`src/rtl/recog_pkg.sv`:
```
// Shared state type, default result codes and width helpers for the glyph recognizer.
package recog_pkg;

    typedef enum logic [1:0] {
        IDLE,
        LOAD,
        MATCH,
        DONE
    } recog_state_t;

    localparam int BLANK_CODE_DEF  = 32;
    localparam int REJECT_CODE_DEF = 63;

    // Index width for n items; never narrower than one bit.
    function automatic int idx_w(input int n);
        return (n > 1) ? $clog2(n) : 1;
    endfunction

    // Width able to hold a count from 0 to n inclusive.
    function automatic int cnt_w(input int n);
        return $clog2(n + 1);
    endfunction

endpackage

```
`src/rtl/glyph_recognizer_row_popcount.sv`:
```
// Combinational popcount of one W-bit bitmap row (XOR against a template row upstream).
module row_popcount
    import recog_pkg::*;
#(
    parameter int W = 32,
    localparam int CW = cnt_w(W)
) (
    input  logic [W-1:0]  row_i,
    output logic [CW-1:0] count_o
);

    always_comb begin
        count_o = '0;
        for (int i = 0; i < W; i++) begin
            count_o = count_o + CW'(row_i[i]);
        end
    end

endmodule

```
`src/rtl/glyph_recognizer.sv`:
```
// Streams the canvas into a local bitmap, then picks the nearest template by Hamming distance.
// Optional bounding-box outputs are built when RECOG_BBOX_EN is defined.
module glyph_recognizer
    import recog_pkg::*;
#(
    parameter int W           = 32,
    parameter int H           = 32,
    parameter int NUM_T       = 26,
    parameter int CODE_BASE   = 65,
    parameter int BLANK_CODE  = BLANK_CODE_DEF,
    parameter int REJECT_CODE = REJECT_CODE_DEF,
    parameter int REJECT_DIST = 256,
    localparam int XW = idx_w(W),
    localparam int YW = idx_w(H),
    localparam int TW = idx_w(NUM_T),
    localparam int PA = idx_w(W * H),
    localparam int TA = idx_w(NUM_T * H),
    localparam int DW = cnt_w(W * H),
    localparam int RW = cnt_w(W)
) (
    input  logic          clk,
    input  logic          rst,
    input  logic          start,
    output logic          pix_rd_en,
    output logic [PA-1:0] pix_rd_addr,
    input  logic          pix_rd_data,
    output logic          tmpl_rd_en,
    output logic [TA-1:0] tmpl_rd_addr,
    input  logic [W-1:0]  tmpl_rd_data,
    output logic          busy,
    output logic          result_valid,
    input  logic          result_ready,
    output logic [7:0]    result_code,
    output logic [DW-1:0] result_dist
`ifdef RECOG_BBOX_EN
    ,
    output logic [XW-1:0] bbox_x0,
    output logic [XW-1:0] bbox_x1,
    output logic [YW-1:0] bbox_y0,
    output logic [YW-1:0] bbox_y1
`endif
);

    recog_state_t  state_q;
    logic          pix_en_q, pix_vld_q, tmpl_en_q, tmpl_vld_q, valid_q;
    logic [PA-1:0] pix_addr_q;
    logic [XW-1:0] pix_x_q, cap_x_q;
    logic [YW-1:0] pix_y_q, cap_y_q, r_q, sc_r_q;
    logic [TA-1:0] tmpl_addr_q;
    logic [TW-1:0] t_q, sc_t_q, best_idx_q, fin_idx_d;
    logic [DW-1:0] ones_q, run_q, best_q, tot_d, fin_best_d, dist_q, dist_d;
    logic [7:0]    code_q, code_d;
    logic [RW-1:0] row_dist;
    logic [W-1:0]  bitmap_q [H];
`ifdef RECOG_BBOX_EN
    logic [XW-1:0] bx0_q, bx1_q;
    logic [YW-1:0] by0_q, by1_q;
`endif

    row_popcount #(.W(W)) u_row_popcount (
        .row_i   (bitmap_q[sc_r_q] ^ tmpl_rd_data),
        .count_o (row_dist)
    );

    // Candidate best including the row being scored now, and the result it would produce.
    always_comb begin
        tot_d      = run_q + DW'(row_dist);
        fin_best_d = best_q;
        fin_idx_d  = best_idx_q;
        if (tot_d < best_q) begin
            fin_best_d = tot_d;
            fin_idx_d  = sc_t_q;
        end
        code_d = 8'(CODE_BASE + int'(fin_idx_d));
        dist_d = fin_best_d;
        if (ones_q == '0) begin
            code_d = 8'(BLANK_CODE);
            dist_d = '0;
        end else if (int'(fin_best_d) > REJECT_DIST) begin
            code_d = 8'(REJECT_CODE);
        end
    end

    always_ff @(posedge clk) begin
        if (pix_vld_q) begin
            bitmap_q[cap_y_q][cap_x_q] <= pix_rd_data;
        end
    end

    always_ff @(posedge clk) begin
        if (rst) begin
            state_q     <= IDLE;
            pix_en_q    <= 1'b0;
            pix_vld_q   <= 1'b0;
            pix_addr_q  <= '0;
            pix_x_q     <= '0;
            pix_y_q     <= '0;
            cap_x_q     <= '0;
            cap_y_q     <= '0;
            tmpl_en_q   <= 1'b0;
            tmpl_vld_q  <= 1'b0;
            tmpl_addr_q <= '0;
            t_q         <= '0;
            r_q         <= '0;
            sc_t_q      <= '0;
            sc_r_q      <= '0;
            ones_q      <= '0;
            run_q       <= '0;
            best_q      <= '0;
            best_idx_q  <= '0;
            valid_q     <= 1'b0;
            code_q      <= '0;
            dist_q      <= '0;
`ifdef RECOG_BBOX_EN
            bx0_q <= '0;
            bx1_q <= '0;
            by0_q <= '0;
            by1_q <= '0;
`endif
        end else begin
            pix_vld_q <= pix_en_q;
            cap_x_q   <= pix_x_q;
            cap_y_q   <= pix_y_q;
            if (pix_en_q) begin
                if (pix_addr_q == PA'(W * H - 1)) begin
                    pix_en_q    <= 1'b0;
                    tmpl_en_q   <= 1'b1;
                    tmpl_addr_q <= '0;
                    t_q         <= '0;
                    r_q         <= '0;
                end else begin
                    pix_addr_q <= pix_addr_q + 1'b1;
                    if (pix_x_q == XW'(W - 1)) begin
                        pix_x_q <= '0;
                        pix_y_q <= pix_y_q + 1'b1;
                    end else begin
                        pix_x_q <= pix_x_q + 1'b1;
                    end
                end
            end

            tmpl_vld_q <= tmpl_en_q;
            sc_t_q     <= t_q;
            sc_r_q     <= r_q;
            if (tmpl_en_q) begin
                if (tmpl_addr_q == TA'(NUM_T * H - 1)) begin
                    tmpl_en_q <= 1'b0;
                end else begin
                    tmpl_addr_q <= tmpl_addr_q + 1'b1;
                    if (r_q == YW'(H - 1)) begin
                        r_q <= '0;
                        t_q <= t_q + 1'b1;
                    end else begin
                        r_q <= r_q + 1'b1;
                    end
                end
            end

            // Pixel capture stage: count ones and track the bounding box.
            if (pix_vld_q) begin
                ones_q <= ones_q + DW'(pix_rd_data);
                if (cap_x_q == XW'(W - 1) && cap_y_q == YW'(H - 1)) begin
                    state_q <= MATCH;
                end
`ifdef RECOG_BBOX_EN
                if (pix_rd_data) begin
                    if (ones_q == '0) begin
                        bx0_q <= cap_x_q;
                        bx1_q <= cap_x_q;
                        by0_q <= cap_y_q;
                        by1_q <= cap_y_q;
                    end else begin
                        if (cap_x_q < bx0_q) bx0_q <= cap_x_q;
                        if (cap_x_q > bx1_q) bx1_q <= cap_x_q;
                        if (cap_y_q < by0_q) by0_q <= cap_y_q;
                        if (cap_y_q > by1_q) by1_q <= cap_y_q;
                    end
                end
`endif
            end

            // Scoring stage: accumulate row distances, close out each template at its last row.
            if (tmpl_vld_q) begin
                if (sc_r_q == YW'(H - 1)) begin
                    run_q      <= '0;
                    best_q     <= fin_best_d;
                    best_idx_q <= fin_idx_d;
                    if (sc_t_q == TW'(NUM_T - 1)) begin
                        state_q <= DONE;
                        valid_q <= 1'b1;
                        code_q  <= code_d;
                        dist_q  <= dist_d;
                    end
                end else begin
                    run_q <= tot_d;
                end
            end

            if (state_q == DONE && valid_q && result_ready) begin
                state_q <= IDLE;
                valid_q <= 1'b0;
            end

            // A start in DONE drops the pending result and begins a fresh load.
            if (start && (state_q == IDLE || state_q == DONE)) begin
                state_q    <= LOAD;
                valid_q    <= 1'b0;
                pix_en_q   <= 1'b1;
                pix_addr_q <= '0;
                pix_x_q    <= '0;
                pix_y_q    <= '0;
                ones_q     <= '0;
                run_q      <= '0;
                best_q     <= '1;
                best_idx_q <= '0;
`ifdef RECOG_BBOX_EN
                bx0_q <= '0;
                bx1_q <= '0;
                by0_q <= '0;
                by1_q <= '0;
`endif
            end
        end
    end

    assign pix_rd_en    = pix_en_q;
    assign pix_rd_addr  = pix_addr_q;
    assign tmpl_rd_en   = tmpl_en_q;
    assign tmpl_rd_addr = tmpl_addr_q;
    assign busy         = (state_q == LOAD) || (state_q == MATCH);
    assign result_valid = valid_q;
    assign result_code  = code_q;
    assign result_dist  = dist_q;
`ifdef RECOG_BBOX_EN
    assign bbox_x0 = bx0_q;
    assign bbox_x1 = bx1_q;
    assign bbox_y0 = by0_q;
    assign bbox_y1 = by1_q;
`endif

endmodule

```
`config.mk`:
```
export PLATFORM = sky130hd
export DESIGN_NAME = glyph_recognizer
export DESIGN_NICKNAME = d
export VERILOG_FILES = /design/src/rtl/recog_pkg.sv /design/src/rtl/glyph_recognizer_row_popcount.sv /design/src/rtl/glyph_recognizer.sv
export SDC_FILE = /design/constraint.sdc
export NUM_CORES = 2
export LEC_CHECK = 0
export CORE_MARGIN = 4
export CORE_UTILIZATION = 34
export DETAILED_ROUTE_END_ITERATION = 7
export HOLD_SLACK_MARGIN = 0.1
export PLACE_DENSITY = 0.54
export SLEW_MARGIN = 10
export SYNTH_ARGS = -nofsm -noshare
export SYNTH_HDL_FRONTEND = slang
export SYNTH_SLANG_ARGS = --single-unit
```
`constraint.sdc`:
```
create_clock -name clk -period 21.4 [get_ports clk]
set_input_delay 4.28 -clock clk [delete_from_list [all_inputs] [get_ports clk]]
set_output_delay 4.28 -clock clk [all_outputs]
set_load 0.02 [all_outputs]
```
# --- Word level (Yosys, flattened, before mapping) ---
# Memories as Yosys holds them, arrays and structs flattened. A register that Yosys moved wholly into a read port is not among the register bits.
# Cells that the tools add are included.
totals:
  regBits: 124
  ramBits: 1024
  n_memories: 1
  out_inout_bits: 43
  elab_cells: 142
op_classes:
  n_reduce_logical: 18
  muxes: 43
  order_cmp: 4
  n_eq_ne: 11
  bitwise: 2
  add_sub_neg: 40
memory_table:
  columns: ["name", "words", "word_bits", "rd", "rd_clocked_by_memory_dff", "wr", "line", "source"]
  rows:
  - ["bitmap_q", 32, 32, 1, 1, 1, "glyph_recognizer.sv:54", "logic [W-1:0] bitmap_q [H];"]
op_table:
  columns: ["op", "count"]
  rows:
  - ["6-bit by 1-bit adder with 6-bit output", 30]
  - ["11-bit 2-to-1 mux", 6]
  - ["5-bit 2-to-1 mux", 13]
  - ["10-bit 2-to-1 mux", 4]
  - ["32-bit 2-to-1 mux", 1]
  - ["32-bit XOR", 1]
  - ["5-bit == test, second input constant", 6]
  - ["10-bit by 1-bit adder with 10-bit output, second input constant", 2]
  - ["5-bit by 1-bit adder with 5-bit output, second input constant", 4]
  - ["10-bit == test, second input constant", 2]
  - ["8-bit 2-to-1 mux", 2]
  - ["11-bit by 1-bit adder with 11-bit output", 1]
  - ["11-bit by 6-bit adder with 11-bit output", 1]
  - ["11-bit by 9-bit greater-than comparator with 1-bit output, second input constant", 1]
  - ["11-bit logical NOT", 1]
  - ["11-bit < comparator", 1]
  - ["1-bit 2-to-1 mux", 11]
  - ["2-bit 2-to-1 mux", 5]
  - ["7-bit by 5-bit adder with 8-bit output, first input constant", 1]
  - ["5-bit by 6-bit < comparator with 1-bit output, second input constant", 1]
  - ["2-bit AND reduction", 3]
  - ["3-bit AND reduction", 2]
  - ["1-bit demux with 5-bit select", 1]
  - ["5-bit by 1-bit >= comparator with 1-bit output, second input constant", 1]
  - ["other kinds (10)", 17]

# --- Logic depth before layout (Yosys ltp) ---
depth:
  depth_word: 38
  ltp_mapped: 44

# --- By module ---
# From an unflattened synthesis, not the netlist that was laid out.
unflattened:
  hier_cells: 3582
  area_unflattened_um2: 50552.2
by_module_without_submodules:
  columns: ["mod", "cells_each", "instances", "area_each_um2", "seq_area_each_um2"]
  rows:
  - ["glyph_recognizer", 3493, 1, 49728.9, 33211.9]
  - ["row_popcount", 89, 1, 823.3, 0.0]

# --- Worst setup path before layout ---
# No wires, ideal clock.
synth_timing:
  path_type: "input-to-reg"
  from: "input tmpl_rd_data[28]"
  to: "register code_q[4], in the netlist result_code[4]"
  required_time_ps: 21342
  setup_slack_ps: 9147
  t_arrival_ps: 12195
  path_stages: 32
  cell_sequence: "xor2_1 -> fa_1 -> fa_1 -> inv_1 -> fa_1 -> fa_1 -> inv_1 -> fa_1 -> fa_1 -> fa_1 -> fa_1 -> inv_1 -> a21o_1 -> a21oi_1 -> xnor2_1 -> ha_1 -> and3_1 -> a221oi_2 -> o211ai_1 -> ha_1 -> and3_1 -> a221o_1 -> a41oi_1 -> o21a_1 -> buf_2 -> mux2_2 -> ha_1 -> nand3_1 -> xnor2_1 -> nor2_1 -> o21ai_0 -> o21a_1"
synth_between:
  elab_chain_cells: 11
  word_cells_on_any_way: 13
synth_rtl:
  columns: ["item", "line", "source"]
  rows:
  - ["start: declaration", "glyph_recognizer.sv:29", "input logic [W-1:0] tmpl_rd_data,"]
  - ["32-bit XOR", "glyph_recognizer.sv:61", ".row_i (bitmap_q[sc_r_q] ^ tmpl_rd_data),"]
  - ["6-bit by 1-bit adder with 6-bit output (4 in series)", "glyph_recognizer_row_popcount.sv:15", "count_o = count_o + CW'(row_i[i]);"]
  - ["11-bit by 6-bit adder with 11-bit output", "glyph_recognizer.sv:67", "tot_d = run_q + DW'(row_dist);"]
  - ["11-bit < comparator", "glyph_recognizer.sv:70", "if (tot_d < best_q) begin"]
  - ["5-bit 2-to-1 mux", "glyph_recognizer.sv:70", null]
  - ["named net fin_idx_d[0]", "glyph_recognizer.sv:50", "logic [TW-1:0] t_q, sc_t_q, best_idx_q, fin_idx_d;"]
  - ["7-bit by 5-bit adder with 8-bit output", "glyph_recognizer.sv:74", "code_d = 8'(CODE_BASE + int'(fin_idx_d));"]
  - ["8-bit 2-to-1 mux", "glyph_recognizer.sv:79", "end else if (int'(fin_best_d) > REJECT_DIST) begin"]
  - ["8-bit 2-to-1 mux", "glyph_recognizer.sv:76", "if (ones_q == '0) begin"]
  - ["end signal: assignment", "glyph_recognizer.sv:191", "code_q <= code_d;"]
  - ["end: declaration", "glyph_recognizer.sv:52", "logic [7:0] code_q, code_d;"]
# The timed path passes the listed nets, and every way through them passes these cells.
# A chain may end at the register's enable or synchronous reset.

# --- Worst setup path after layout ---
layout_timing:
  from: "input tmpl_rd_data[12]"
  to: "register code_q[4], in the netlist result_code[4]"
layout_between:
  elab_chain_cells: 27
  word_cells_on_any_way: 29
layout_rtl:
  columns: ["item", "line"]
  rows:
  - ["32-bit XOR", "glyph_recognizer.sv:61"]
  - ["6-bit by 1-bit adder with 6-bit output (20 in series)", "glyph_recognizer_row_popcount.sv:15"]
  - ["11-bit by 6-bit adder with 11-bit output", "glyph_recognizer.sv:67"]
  - ["11-bit < comparator", "glyph_recognizer.sv:70"]
  - ["5-bit 2-to-1 mux", "glyph_recognizer.sv:70"]
  - ["named net fin_idx_d[0]", "glyph_recognizer.sv:50"]
  - ["7-bit by 5-bit adder with 8-bit output", "glyph_recognizer.sv:74"]
  - ["8-bit 2-to-1 mux", "glyph_recognizer.sv:79"]
  - ["8-bit 2-to-1 mux", "glyph_recognizer.sv:76"]
# The timed path passes the listed nets, and every way through them passes these cells.

==> metrics.md <==
| Metric | Value |
|---|---|
| Max cap viols | `0` |
| Seq/Total Area, Yosys | `65.78%` |
| Routed WL | `141800 µm` |
| Mapped Cells | `3716` |
| 1st-iter DRT viols | `3250` |
| Slew HR | `18.94%` |
| Final Max Slew Viols | `0` |
| Clk_lat worst skew | `0.71 ns` |
| Top_reg_cell synth | `edfxtp_1` |
| Via count | `30280` |
| #FFs+latches synth | `1147` |
| Largest net degree at the start of global routing | `258` |
| Clock skew | `0.01984 ns` |
| Drt pass-1 iters | `5` |
| Fin. Hold Viols | `0` |
| Post-CTS Setup Bufs | `0` |
| Tcrit/Tclk final | `63.24%` |
| Share of layout cells above drive strength 1 | `14.05%` |
| Placed insts | `5462` |
| Number of enable flip-flop cells after synthesis | `1024` |
| Clk slew on worst S/H paths | `0.06 ns` |
| Core Rows | `141` |
| Gpl congestion | `0.7898` |
| CTS hold repair buffers | `0` |
| Area of the mapped netlist | `0.05049 mm²` |
| Tot GR Track Use | `17.97%` |
| H-tree levels | `3` |
| Number of global-route vias before repair | `30640` |
| Global-route wire length before repair | `207900 µm` |
| # fillers | `13830` |
| Dpl hpwl | `76410 µm` |
| Status | `finished clean` |
| Clock power frac | `39.9%` |
| Die Span Y | `393.4 µm` |
| Setup crit start kind | `input port` |
| Crit path max fanout | `16` |
| Setup TNS | `0 ns` |
| Synthesis-to-layout area growth | `12.99%` |
| Setup crit end kind | `flip-flop` |
| Synthesis warning total | `0` |
| TritonCTS Buffers | `120` |
| Setup CP Type | `input port to flip-flop` |
| Drt drc | `0` |
| Top Ports | `80` |
| Die footprint | `0.1547 mm²` |
| Die width | `393.4 µm` |
| Slowest CP cell | `o21a_1` |
| Diode count | `0` |
| Power share of the sequential group | `46.4%` |
| Final ANT Viol Nets | `0` |
| Post-synthesis cell type count | `61` |
| Final net count | `3754` |
| Worst EP required | `22.04 ns` |
| Util after Layout | `38.63%` |
| CTS sink count | `1147` |
| Vias per cell | `5.329` |
| Initial antenna violation count | `1` |
| TritonCTS clock tree | `yes` |
| Arrival @ worst endpoint | `14.17 ns` |
| WL/cell | `24.96 µm` |
| Pwr dens | `92.12 mW/mm²` |
| Average size of a mapped cell | `13.59 µm²` |
| Net Sw Frac | `25.01%` |
| Core area | `0.1477 mm²` |
| Endpoints failing setup | `0` |
| Hold Path Class | `flip-flop to flip-flop` |
| CP most frequent cell | `fa_1` |
| Root Driver | `clkbuf_16` |
| Maximum VDD drop | `0.1159 mV` |
| Internal power component | `0.003941 W` |
| Mapped Nets | `3816` |
| Initial Utilization | `34.19%` |
| CTS resizes | `0` |
| Net switching power | `0.001315 W` |
| CP max stage delay | `0.69 ns` |
| Worst-Margin Slew | `1.213 ns` |
| RSZ-0062 raised after global routing | `no` |
| Final min period | `13.53 ns` |
| Total gr overflow | `0` |
| Filler-free cell count of the finished design | `5682` |
| Combinational share of power | `13.6%` |
| Max frequency | `73.90 MHz` |
| Async S/R FF share, synth | `0%` |
| # port buffers | `78` |
| Worst-case clock buffer depth | `3` |
| Static Leak | `16.75 nW` |
## stage by stage
stage	hold slack (ns)	total power [W]	area, µm²	worst slack [ns]
2_1_floorplan	0.4409	0.002970	50490	9.147
3_3_place_gp	0.4435	0.003192	53100	7.228
3_5_place_dp	0.4550	0.003205	53100	7.199
4_1_cts	0.4639	0.005298	57040	7.943
5_1_grt	0.4823	0.005473	57050	7.313
6_report	0.4616	0.005255	57050	7.868
## registers in the layout, indices dropped and copies added, names as in the netlist, 7 cells and up
signal        cells
run_q            11
pix_rd_addr      10
result_code       7
ones_q           11
result_dist      11
bitmap_q       1024
best_q           11
tmpl_rd_addr     10
## cells by family (layout without fill, tap and decap cells)
family                   Yosys count  count (layout)  share of synthesized area, %
AND/OR/NAND/NOR                 1382            1382                         10.94
multiplexers                     402             402                         13.79
adder cells (fa/ha/maj)           63              63                         1.933
other                              1               1                      0.007427
XOR/XNOR                          69              69                         1.197
buffers and inverters            367             403                         2.845
flip-flops                      1147            1147                         65.78
AO/OA/AOI/OAI                    285             285                         3.502
## critical path: cells and delay by family
| kind | cells | cell delay [ns] |
|---|---|---|
| XOR/XNOR | 3 | 0.76 |
| adder cells (fa/ha/maj) | 11 | 5.00 |
| AO/OA/AOI/OAI | 9 | 2.37 |
| AND/OR/NAND/NOR | 4 | 0.57 |
| multiplexers | 1 | 0.44 |
| buffers and inverters | 4 | 0.71 |
## power by group through the flow
| stage | sequential (W) | clock (W) | combinational, W |
|---|---|---|---|
| 2_1_floorplan | 0.00249 | 0 | 0.000482 |
| 3_3_place_gp | 0.00249 | 0 | 0.000704 |
| 3_5_place_dp | 0.00249 | 0 | 0.000716 |
| 4_1_cts | 0.00244 | 0.00214 | 0.000721 |
| 5_1_grt | 0.00244 | 0.00223 | 0.000801 |
| 6_report | 0.00244 | 0.00210 | 0.000716 |
## synth_stat cells, types with 30 or more instances
cell type  count  area, µm²
nor2_1      1105       4148
edfxtp_1    1024      30750
mux4_2       234       5270
clkbuf_1     212      795.8
mux2i_1      159       1592
nand2_1      141      529.3
dfxtp_1      123       2462
a21oi_1       89      445.4
buf_1         70      262.8
inv_1         46      172.7
ha_1          38      475.5
o21ai_0       37      185.2
xor2_1        37      324.1
buf_2         35      175.2
xnor2_1       32      280.3
nor2b_1       31      193.9
o21ai_1       30      150.1
## cells in the final DEF (no fill, tap or decap), types with 8 or more instances in the layout
master              n
nand2_1           107
o22ai_1            27
fa_1               25
a22oi_1            20
a21oi_1            89
nor3_1             10
nor2_1           1104
nand3_1            24
inv_1              46
and3_1             20
clkbuf_16         123
bufinv_16          11
ha_1               38
o21ai_0            37
o21ai_1            30
edfxtp_1         1024
dfxtp_1           118
clkbuf_1           23
xnor2_1            32
nand2_2            27
nor2b_1            30
a211oi_1           17
o211ai_1            9
mux2i_1           159
clkinv_1           18
buf_4              53
mux4_2            234
xor2_1             37
mux2_1              8
o221ai_1           18
clkdlybuf4s50_1    76
clkinv_2           27
clkbuf_8           10
## cell type report
| type | count | area (µm²) | area share [%] |
|---|---|---|---|
| Inverter | 46 | 172.7 | 0.3027 |
| Clock buffer | 157 | 3309 | 5.801 |
| Sequential cell | 1147 | 33230 | 58.25 |
| Timing Repair Buffer | 137 | 1299 | 2.277 |
| Multi-Input combinational cell | 2202 | 15990 | 28.03 |
| Clock inverter | 63 | 629.4 | 1.103 |
| Tap cell | 1930 | 2415 | 4.233 |
## final timing paths
path | from | end | slack, ns | depth (start not counted)
max | tmpl_rd_data[12] | result_code[4] | 7.87 | 32
min | result_dist[1] | result_dist[1] | 0.46 | 2
max reg2reg | sc_r_q[0] | result_code[4] | 8.66 | 36
min reg2reg | result_dist[1] | result_dist[1] | 0.46 | 2
## per-layer routing
metal | up-vias | global-route usage [%] | share of wire (%)
li1 | 13310 | - | -
met1 | 15850 | 24.56 | 43
met2 | 913 | 30.00 | 49
met3 | 194 | 2.473 | 5.6
met4 | 2 | 5.110 | 2.6
met5 | - | 0 | 0.0049
(Power assumes the default switching activity.)
